File: src/rtl/panda_pkg.sv
// panda_pkg: shared types for the panda load/store unit
package panda_pkg;
  typedef enum logic [1:0] {MemByte = 2'b00, MemHalf = 2'b01, MemWord = 2'b10} mem_size_e;
  typedef enum logic [1:0] {LsuIdle, LsuAccess, LsuCapture, LsuResp} lsu_state_e;
endpackage

File: src/rtl/panda_lsu_if.sv
// panda_lsu_if: core-side request/response handshake of the load/store unit
interface panda_lsu_if #(
  parameter int AddrWidth = 32,
  parameter int DataWidth = 32
) ();
  logic                 req_valid_i;
  logic                 req_ready_o;
  logic                 req_we_i;
  logic [1:0]           req_size_i;
  logic                 req_unsigned_i;
  logic [AddrWidth-1:0] req_addr_i;
  logic [DataWidth-1:0] req_wdata_i;
  logic                 rsp_valid_o;
  logic                 rsp_ready_i;
  logic [DataWidth-1:0] rsp_rdata_o;
  logic                 rsp_err_o;
  modport master (
    output req_valid_i, req_we_i, req_size_i, req_unsigned_i, req_addr_i, req_wdata_i, rsp_ready_i,
    input  req_ready_o, rsp_valid_o, rsp_rdata_o, rsp_err_o
  );
  modport slave (
    input  req_valid_i, req_we_i, req_size_i, req_unsigned_i, req_addr_i, req_wdata_i, rsp_ready_i,
    output req_ready_o, rsp_valid_o, rsp_rdata_o, rsp_err_o
  );
endinterface

File: src/rtl/panda_load_align.sv
// panda_load_align: picks the addressed byte/half out of a RAM word and extends it
module panda_load_align
  import panda_pkg::*;
(
  input  logic [1:0]  off_i,
  input  logic [1:0]  size_i,
  input  logic        uns_i,
  input  logic [31:0] raw_i,
  output logic [31:0] data_o
);
  logic [31:0] sh;
  assign sh = raw_i >> {off_i, 3'b000};
  // sign bit is masked off for unsigned loads so one expression covers both
  always_comb
    data_o = size_i == MemByte ? {{24{~uns_i & sh[7]}}, sh[7:0]} :
             size_i == MemHalf ? {{16{~uns_i & sh[15]}}, sh[15:0]} : sh;
endmodule

File: src/rtl/panda_lsu.sv
// panda_lsu: single-outstanding load/store unit in front of panda_ram
module panda_lsu
  import panda_pkg::*;
#(
  parameter int DataWidth = 32,
  parameter int Depth     = 64,
  parameter int AddrWidth = 32,
  localparam int RamAw    = $clog2(Depth)
) (
  input  logic                   clk_i,
  input  logic                   rst_i,
  panda_lsu_if.slave             bus,
  output logic                   ram_ce_o,
  output logic [DataWidth/8-1:0] ram_we_o,
  output logic [RamAw-1:0]       ram_addr_o,
  output logic [DataWidth-1:0]   ram_wdata_o,
  input  logic [DataWidth-1:0]   ram_rdata_i
);
  lsu_state_e             state_q, state_d;
  logic [1:0]             size_q, size_d, off_q, off_d;
  logic                   uns_q, uns_d, err_q, err_d;
  logic [DataWidth-1:0]   rdata_q, rdata_d, aligned;
  logic                   ram_ce_q, ram_ce_d;
  logic [DataWidth/8-1:0] ram_we_q, ram_we_d;
  logic [RamAw-1:0]       ram_addr_q, ram_addr_d;
  logic [DataWidth-1:0]   ram_wdata_q, ram_wdata_d;
  logic                   req_err, req_store;
  logic [3:0]             lanes;
  logic [DataWidth-1:0]   rep;
  assign req_err = bus.req_size_i == 2'b11 ||
                   (bus.req_size_i == MemHalf && bus.req_addr_i[0]) ||
                   (bus.req_size_i == MemWord && |bus.req_addr_i[1:0]) ||
                   bus.req_addr_i[AddrWidth-1:2] >= (AddrWidth-2)'(Depth);
  assign req_store = bus.req_we_i & ~req_err;
  assign lanes = (bus.req_size_i == MemByte ? 4'b0001 :
                  bus.req_size_i == MemHalf ? 4'b0011 : 4'b1111) << bus.req_addr_i[1:0];
  assign rep = bus.req_size_i == MemByte ? {4{bus.req_wdata_i[7:0]}} :
               bus.req_size_i == MemHalf ? {2{bus.req_wdata_i[15:0]}} : bus.req_wdata_i;
  panda_load_align u_align (
    .off_i  (off_q),
    .size_i (size_q),
    .uns_i  (uns_q),
    .raw_i  (ram_rdata_i),
    .data_o (aligned)
  );
  // next state; RAM controls are computed one cycle early so they are registered in ACCESS
  always_comb begin
    state_d     = state_q;
    size_d      = size_q;
    off_d       = off_q;
    uns_d       = uns_q;
    err_d       = err_q;
    rdata_d     = rdata_q;
    ram_ce_d    = 1'b0;
    ram_we_d    = '0;
    ram_addr_d  = '0;
    ram_wdata_d = '0;
    unique case (state_q)
      LsuIdle: if (bus.req_valid_i) begin
        state_d     = req_err ? LsuResp : LsuAccess;
        size_d      = bus.req_size_i;
        off_d       = bus.req_addr_i[1:0];
        uns_d       = bus.req_unsigned_i;
        err_d       = req_err;
        rdata_d     = '0;
        ram_ce_d    = ~req_err;
        ram_we_d    = req_store ? lanes : '0;
        ram_addr_d  = req_err ? '0 : bus.req_addr_i[2+:RamAw];
        ram_wdata_d = req_store ? rep : '0;
      end
      LsuAccess:  state_d = |ram_we_q ? LsuResp : LsuCapture;
      LsuCapture: begin
        rdata_d = aligned;
        state_d = LsuResp;
      end
      LsuResp:    state_d = bus.rsp_ready_i ? LsuIdle : LsuResp;
      default:    state_d = LsuIdle;
    endcase
  end
  // state and datapath registers; async reset also drops any RAM access in flight
  always_ff @(posedge clk_i or posedge rst_i) begin
    if (rst_i) begin
      state_q     <= LsuIdle;
      size_q      <= '0;
      off_q       <= '0;
      uns_q       <= 1'b0;
      err_q       <= 1'b0;
      rdata_q     <= '0;
      ram_ce_q    <= 1'b0;
      ram_we_q    <= '0;
      ram_addr_q  <= '0;
      ram_wdata_q <= '0;
    end else begin
      state_q     <= state_d;
      size_q      <= size_d;
      off_q       <= off_d;
      uns_q       <= uns_d;
      err_q       <= err_d;
      rdata_q     <= rdata_d;
      ram_ce_q    <= ram_ce_d;
      ram_we_q    <= ram_we_d;
      ram_addr_q  <= ram_addr_d;
      ram_wdata_q <= ram_wdata_d;
    end
  end
  assign bus.req_ready_o = state_q == LsuIdle;
  assign bus.rsp_valid_o = state_q == LsuResp;
  assign bus.rsp_rdata_o = rdata_q;
  assign bus.rsp_err_o   = err_q;
  assign ram_ce_o        = ram_ce_q;
  assign ram_we_o        = ram_we_q;
  assign ram_addr_o      = ram_addr_q;
  assign ram_wdata_o     = ram_wdata_q;
endmodule

File: src/flat_wrapper.sv
// flat-port wrapper written by rule: the top's interface ports become plain ports
module panda_lsu_flat import panda_pkg::*;
#(
  parameter int DataWidth = 32,
  parameter int Depth     = 64,
  parameter int AddrWidth = 32,
  localparam int RamAw    = $clog2(Depth)
)
  (clk_i, rst_i, ram_ce_o, ram_we_o, ram_addr_o, ram_wdata_o, ram_rdata_i, bus_req_valid_i, bus_req_we_i, bus_req_size_i, bus_req_unsigned_i, bus_req_addr_i, bus_req_wdata_i, bus_rsp_ready_i, bus_req_ready_o, bus_rsp_valid_o, bus_rsp_rdata_o, bus_rsp_err_o);
  panda_lsu_if #(.AddrWidth(AddrWidth), .DataWidth(DataWidth)) bus_i ();
  input  logic clk_i;
  input  logic rst_i;
  output logic ram_ce_o;
  output logic [DataWidth/8-1:0] ram_we_o;
  output logic [RamAw-1:0] ram_addr_o;
  output logic [DataWidth-1:0] ram_wdata_o;
  input  logic [DataWidth-1:0] ram_rdata_i;
  input wire logic [$bits(bus_i.req_valid_i)-1:0] bus_req_valid_i;
  input wire logic [$bits(bus_i.req_we_i)-1:0] bus_req_we_i;
  input wire logic [$bits(bus_i.req_size_i)-1:0] bus_req_size_i;
  input wire logic [$bits(bus_i.req_unsigned_i)-1:0] bus_req_unsigned_i;
  input wire logic [$bits(bus_i.req_addr_i)-1:0] bus_req_addr_i;
  input wire logic [$bits(bus_i.req_wdata_i)-1:0] bus_req_wdata_i;
  input wire logic [$bits(bus_i.rsp_ready_i)-1:0] bus_rsp_ready_i;
  output wire logic [$bits(bus_i.req_ready_o)-1:0] bus_req_ready_o;
  output wire logic [$bits(bus_i.rsp_valid_o)-1:0] bus_rsp_valid_o;
  output wire logic [$bits(bus_i.rsp_rdata_o)-1:0] bus_rsp_rdata_o;
  output wire logic [$bits(bus_i.rsp_err_o)-1:0] bus_rsp_err_o;
  assign bus_i.req_valid_i = bus_req_valid_i;
  assign bus_i.req_we_i = bus_req_we_i;
  assign bus_i.req_size_i = bus_req_size_i;
  assign bus_i.req_unsigned_i = bus_req_unsigned_i;
  assign bus_i.req_addr_i = bus_req_addr_i;
  assign bus_i.req_wdata_i = bus_req_wdata_i;
  assign bus_i.rsp_ready_i = bus_rsp_ready_i;
  assign bus_req_ready_o = bus_i.req_ready_o;
  assign bus_rsp_valid_o = bus_i.rsp_valid_o;
  assign bus_rsp_rdata_o = bus_i.rsp_rdata_o;
  assign bus_rsp_err_o = bus_i.rsp_err_o;
  panda_lsu #(.DataWidth(DataWidth), .Depth(Depth), .AddrWidth(AddrWidth)) u_core (.clk_i(clk_i), .rst_i(rst_i), .bus(bus_i), .ram_ce_o(ram_ce_o), .ram_we_o(ram_we_o), .ram_addr_o(ram_addr_o), .ram_wdata_o(ram_wdata_o), .ram_rdata_i(ram_rdata_i));
endmodule
File: config.mk
export PLATFORM = sky130hd
export DESIGN_NAME = panda_lsu_flat
export DESIGN_NICKNAME = d
export VERILOG_FILES = /design/src/rtl/panda_pkg.sv /design/src/rtl/panda_lsu_if.sv /design/src/rtl/panda_load_align.sv /design/src/rtl/panda_lsu.sv /design/src/flat_wrapper.sv
export SDC_FILE = /design/constraint.sdc
export NUM_CORES = 1
export LEC_CHECK = 0
export ABC_AREA = 1
export ABC_CLOCK_PERIOD_IN_PS = 3000
export BUFFER_PORTS_ARGS = -buffer_cell sky130_fd_sc_hd__buf_4
export CAP_MARGIN = 20
export CORE_ASPECT_RATIO = 1.5
export CORE_MARGIN = 1.5
export CORE_UTILIZATION = 49
export CTS_CLUSTER_SIZE = 16
export DETAILED_ROUTE_END_ITERATION = 6
export GPL_TIMING_DRIVEN = 0
export PLACE_DENSITY = 0.81
export REMOVE_ABC_BUFFERS = 1
export SYNTH_ARGS = -nofsm -noshare
export SYNTH_HDL_FRONTEND = slang
export SYNTH_HIERARCHICAL = 1
export SYNTH_SLANG_ARGS = --single-unit
export TNS_END_PERCENT = 20
File: constraint.sdc
create_clock -name clk_i -period 3 [get_ports clk_i]
set_input_delay 0.15 -clock clk_i [delete_from_list [all_inputs] [get_ports clk_i]]
set_output_delay 0.15 -clock clk_i [all_outputs]
set_load 0.02 [all_outputs]
[Yosys cells after proc, flatten, opt, wreduce, memory -nomap -nowiden]
Cells that the tools add are included.
Word-level totals
  register bits after elaboration: 83
  input bits: 104
  word-level logic and storage cells: 63
Cells by class
  $lt $le $gt $ge: 1
  eq/ne operators: 8
  shift operators: 2
  mux-type cells: 24
  bitwise logic cells: 5
  reduce and logical (&&, ||, !) cells: 13
Operators by type and width (number)
  $mux W32: 8
  $pmux W32 S2: 1
  $shr A32 B5 Y32: 1
  $ge A30 B7 Y1 const B: 1
  $mux W4: 5
  $mux W6: 3
  $eq A2 B2 Y1 const B: 4
  $pmux W2 S4: 1
  $eq A2 B1 Y1 const B: 3
  $logic_not A2 Y1: 3
  $mux W2: 3
  $reduce_and A2 Y1: 2
  $reduce_or A4 Y1: 1
  $shl A4 B2 Y4: 1
  $and A1 B1 Y1: 3
  $logic_or A1 B1 Y1: 3
  $mux W1: 3
  $logic_and A1 B1 Y1: 2
  $ne A2 B2 Y1 const B: 1
  $not A1 Y1: 2
  $reduce_bool A2 Y1: 1
  $reduce_or A2 Y1: 1

[Depth between registers and ports, before layout]
  depth after elaboration: 10
  gate-level depth with buffers: 9
  gate-level depth less buffers: 9

[Modules after synthesis]
Netlist, hierarchy kept.
Modules (own cells, without submodules)
  panda_lsu: times used 1, cells an instance 418, area each 3547.2 um^2
  panda_load_align: times used 1, cells an instance 172, area each 865.8 um^2

[Least setup slack after synthesis]
OpenSTA, ideal clock, no wires.
  path kind: register to register
  start: register u_core.state_q[1]
  end: register u_core.rdata_q[10] (netlist: u_core/bus.rsp_rdata_o[10])
  library setup time: 0.118 ns
  data arrival time: 1.188 ns
  slack: 1.694 ns
  stages on the path, launching flop included: 8
  period minus slack after synthesis: 1.306 ns
  path through: dfrtp_1 > buf_6 > nor2_4 > nand2_2 > buf_6 > buf_2 > nand3_1 > nand2_1
Between the ends
  longest elaborated chain between the ends: 3
Ends and longest elaborated chain
  start: declaration: line panda_lsu.sv:19  | lsu_state_e state_q, state_d;
  start signal: assignment: line panda_lsu.sv:83  | state_q <= LsuIdle;
  start signal: assignment: line panda_lsu.sv:94  | state_q <= state_d;
  $logic_not A2 Y1 *
  net bus_req_ready_o: line flat_wrapper.sv:25  | output wire logic [$bits(bus_i.req_ready_o)-1:0] bus_req_ready_o;
  $ne A2 B2 Y1 (no source line) or $reduce_bool A2 Y1 (tied branches)
  $reduce_and A2 Y1 (no source line)
  end signal: assignment: line panda_lsu.sv:99  | rdata_q <= rdata_d;
  end: declaration: line panda_lsu.sv:22  | logic [DataWidth-1:0] rdata_q, rdata_d, aligned;
The timed path passes the listed nets; every way through them passes the cells marked *.
A chain may end at the register's enable or synchronous reset.

[Final worst setup path]
  start: register u_core.off_q[0]
  end: register u_core.rdata_q[17] (netlist: u_core/bus.rsp_rdata_o[17])
Between the ends
  longest elaborated chain between the ends: 5
Ends and longest elaborated chain
  start: declaration: line panda_lsu.sv:20  | logic [1:0] size_q, size_d, off_q, off_d;
  start signal: assignment: line panda_lsu.sv:85  | off_q <= '0;
  start signal: assignment: line panda_lsu.sv:96  | off_q <= off_d;
  $shr A32 B5 Y32 *: line panda_load_align.sv:12  | assign sh = raw_i >> {off_i, 3'b000};
  $and A1 B1 Y1: line panda_load_align.sv:16  | size_i == MemHalf ? {{16{~uns_i & sh[15]}}, sh[15:0]} : sh;
  $mux W32: line panda_load_align.sv:16
  $mux W32 *: line panda_load_align.sv:15  | data_o = size_i == MemByte ? {{24{~uns_i & sh[7]}}, sh[7:0]} :
  net u_core.aligned[17]: line panda_lsu.sv:22
  $pmux W32 S2 *: line panda_lsu.sv:58  | unique case (state_q)
Marks and branches as above.

==> metrics.md <==
| Metric | Value |
|---|---|
| Outcome | completed |
| Simple-gate share of the synthesized area | between 30% and 40% |
| Period utilization | between 80% and 90% |
| Deepest clock path buffer count | 2 |
| Most frequent CP cell | nand2_1 |
| Critical path's largest stage delay | 1.01 ns |
| Top-area cell type share of the netlist area | between 40% and 50% |
| Critical Path RT | around 3.2 ns |
| Avg WL per Cell | between 15 and 20 µm |
| Post-Synthesis Cell Area | 0.00441 mm² |
| Logic pwr share | 45.4% |
| Top cells by count, synth | nand2_1 (204), nand3_1 (102), dfrtp_1 (83), nor2_1 (70), a21oi_1 (22) |
| Number of max-cap violations | 0 |
| Pwr per Cell Area | 824 mW/mm² |
| Most used DFF post-synth | dfrtp_1 |
| Fmax | between 300 and 400 MHz |
| Nets | around 850 |
| 1st-iter DRT viols | roughly 360 |
| Ys async rst share | between 90% and 100% |
| Slew headroom | around a quarter |
| Remaining DRCs | 0 |
| Sequential share of the synthesized area | 47.1% |
| Clock share of power | about a fifth |
| Gate count of the mapped netlist | 590 |
| Final hold slack | roughly 0.022 ns |
| Net Sw Frac | 43.9% |
| Tmin final | around 2.6 ns |
| Area contributors post-synth | dfrtp_1 (47%), nand2_1 (17%), nand3_1 (12%) |
| CTS buffer count | 9 |
| DR pass1 iterations | 5 |
| Post-synth EDFFs | 0 |
| Synthesis-stage register bit count | 83 |
| Met3 usage | 7.74% |
| Critical path data arrival time | between 2 and 3 ns |
| Worst vdd ir | ~470 µV |
| Fraction of final layout cells sized beyond drive strength 1 | 31.1% |
| Placed Cells | ~850 |
| I/O pin total | about 180 |
| Leak | between 3 and 4 nW |
| Die height | about 120 µm |
| Largest net degree at the start of global routing | 52 |
| Core area | between 0.008 and 0.009 mm² |
| Count of cell types in the netlist | 30 |
| Worst min path class | in2reg |
| Pins Over Slew Limit | 0 |
| Initial Util | between 50% and 60% |
| Synth warn | 6 |
| Power Internal | between 2 and 3 mW |
| H-tree Lvls | 3 |
| CP bufs+invs | 1 |
| First-pass GRT wire length | between 20000 and 25000 µm |
| Clk slew on worst S/H paths | roughly 0.06 ns |
| Endpoints failing hold | 0 |
| RSZ-0062 raised after global routing | no |
| Gr busiest metal | met2 |
| Dpl hpwl | ~9400 µm |
| Clk Tree Root Cell | clkbuf_16 |
| Cell Count, Final, Fillers Out | ~860 |
| Post-synth top area cell | dfrtp_1 |
| M1 GR Usage | 29.7% |
| Multiplexer share of the synthesized area | 0% |
| Crit path cell chain | inv_2 > nand2_1 > nand3_2 > nand3_4 > nand2_1 > nand2_1 > nand2_1 > nand3_1 > nand2_1 |
| Slowest-stage cell, CP | dfrtp_1 |
| Met2 GRT Util | between 50% and 60% |
| Vias post-DR | 4679 |
| Seq pwr share | about a third |
| Crit end category | flop |
| TritonCTS clock tree | yes |
| Endpoints failing setup | 0 |
| Gr ovfl total | 0 |
| Critical path startpoint category | flop |
| Synth-to-Final Area Change | 36.0% |
| Site Rows | 42 |
| Antenna Violating Nets Remaining | 0 |
| Routability congestion estimate | roughly 0.84 |
| Avg Inst Size Synth | 7.48 µm² |
| Die footprint | 0.00960 mm² |
| Chip Width | between 80 and 90 µm |
| CTS Sinks | 83 |
| Post-synthesis compound-gate area fraction | 5.59% |
| DRT Wirelength | about 13000 µm |
| Vias in the first global route | between 4k and 5k |
| Largest family of logic cells by synthesized area | simple AND/OR/NAND/NOR gates |
| Crit-path max FO | 36 |
| Initial antenna violation count | 0 |
| Vias/cell | 5.43 |
| Net Sw Power | around 2.2 mW |
| N_diodes | 0 |
| Fin Setup TNS | 0 ns |
| Tightest Pin Transition | about 1.1 ns |
| GRT Total Usage | between 20% and 30% |
| Post-Synth Adder-Cell Area | 0% |
| Port Buf Inserts | between 150 and 200 |
| Cell with the most instances after synthesis | nand2_1 |
| Crit-path leading delay family | flip-flops |
| WS Path Type | reg2reg |
| Clk_lat worst skew | roughly 0.33 ns |
| Clock skew | between 0.004 and 0.005 ns |
| Synth Area in XOR/XNOR | 0% |
-- power by group through the flow --
stage / clock network (mW) / logic (mW) / registers, mW
2_1_floorplan: 0 / 1.20 / 1.84
3_3_place_gp: 0 / 2.14 / 1.67
3_5_place_dp: 0 / 2.21 / 1.68
4_1_cts: 1.05 / 2.22 / 1.66
5_1_grt: 1.10 / 2.47 / 1.71
6_report: 1.03 / 2.24 / 1.67
-- worst paths after layout --
path,start,end,slack (ns),cells past startpoint
worst max-delay path,u_core/off_q[0]$_DFFE_PP0P_,u_core/bus.rsp_rdata_o[17]$_DFFE_PP0P_,0.41,9
min in group asynchronous,rst_i,u_core/bus.rsp_rdata_o[1]$_DFFE_PP0P_,0.39,3
worst min-delay path,bus_req_unsigned_i,u_core/uns_q$_DFFE_PP0P_,0.02,3
worst min register to register,u_core/bus.rsp_err_o$_DFFE_PP0P_,u_core/bus.rsp_err_o$_DFFE_PP0P_,0.49,2
max in group asynchronous,rst_i,u_core/state_q[1]$_DFFE_PP0P_,2.00,4
worst max register to register,u_core/off_q[0]$_DFFE_PP0P_,u_core/bus.rsp_rdata_o[17]$_DFFE_PP0P_,0.41,9
-- worst reg2reg max path, delay by kind of cell (launching register included) --
family,cells,cell delay (ns)
AND/OR/NAND/NOR,8,0.92
buffers and inverters,1,0.54
flip-flops,1,1.01
-- metrics by stage --
stage / power, mW / util (%) / area (µm²) / setup WS (ns)
finish: 4.94 / 68.4 / 6000 / 0.413
global placement: 3.81 / 64.7 / 5680 / -0.208
detailed placement: 3.89 / 65.1 / 5710 / -0.188
floorplan: 3.04 / - / 4180 / 0.575
CTS: 4.93 / 68.3 / 6000 / 0.127
global route: 5.27 / 68.4 / 6000 / 0.228
-- cells by family (layout without fill, tap and decap cells) --
group           after synthesis  in the layout
compound gates               42             42
buf+inv                      62            224
flops                        83             83
simple gates                403            403
-- sequential cells by signal, summed over array words and instances (netlist names) --
register                count
u_core/ram_wdata_o         32
u_core/size_q               2
u_core/uns_q                1
u_core/ram_ce_o             1
u_core/bus.rsp_rdata_o     32
u_core/ram_we_o             4
u_core/state_q              2
u_core/bus.rsp_err_o        1
u_core/ram_addr_o           6
u_core/off_q                2
-- cell type report --
class,instances,area (µm²)
multi-input combinational,445,2010
inverter,25,98.8
sequential,83,2080
fill,738,2780
clock buffer,9,225
timing repair buffer,183,1400
tap,110,138
clock inverter,7,52.6
-- metal layers --
layer | up-vias | part of all wire (%)
li1 | 2207 | -
met1 | 2172 | 34
met2 | 274 | 53
met5 | - | 0
met3 | 26 | 10
met4 | 0 | 2.2
-- placed cells by master, fill, tap and decap left out --
cell type / instances
a21oi_1: 22
or2_2: 2
clkinvlp_4: 4
nand3_2: 4
a22oi_1: 2
nand3_1: 102
o31ai_1: 1
o221ai_1: 1
o211ai_1: 5
dlygate4sd3_1: 1
or2_4: 1
inv_1: 17
buf_16: 1
clkinv_1: 1
o21ai_1: 1
o21a_1: 1
nor4_1: 1
o211ai_2: 1
nor2_2: 12
clkinv_2: 1
inv_2: 5
nor2_1: 70
nand2_1: 203
inv_4: 2
nand2_2: 3
dfrtp_2: 1
dfrtp_1: 82
inv_6: 2
nand3_4: 2
nor2_4: 3
clkbuf_16: 9
buf_4: 181
o22ai_1: 2
o21ai_0: 6
-- repair_timing --
item / CTS / global route
buffers inserted: 0 / 0
setup endpoints to repair: 30 / 30
hold buffers: 1 / 0
endpoints found under the hold margin: 32 / 0
gates resized for setup: 1 / 1
No activity file was read; power rests on OpenSTA's default activity.
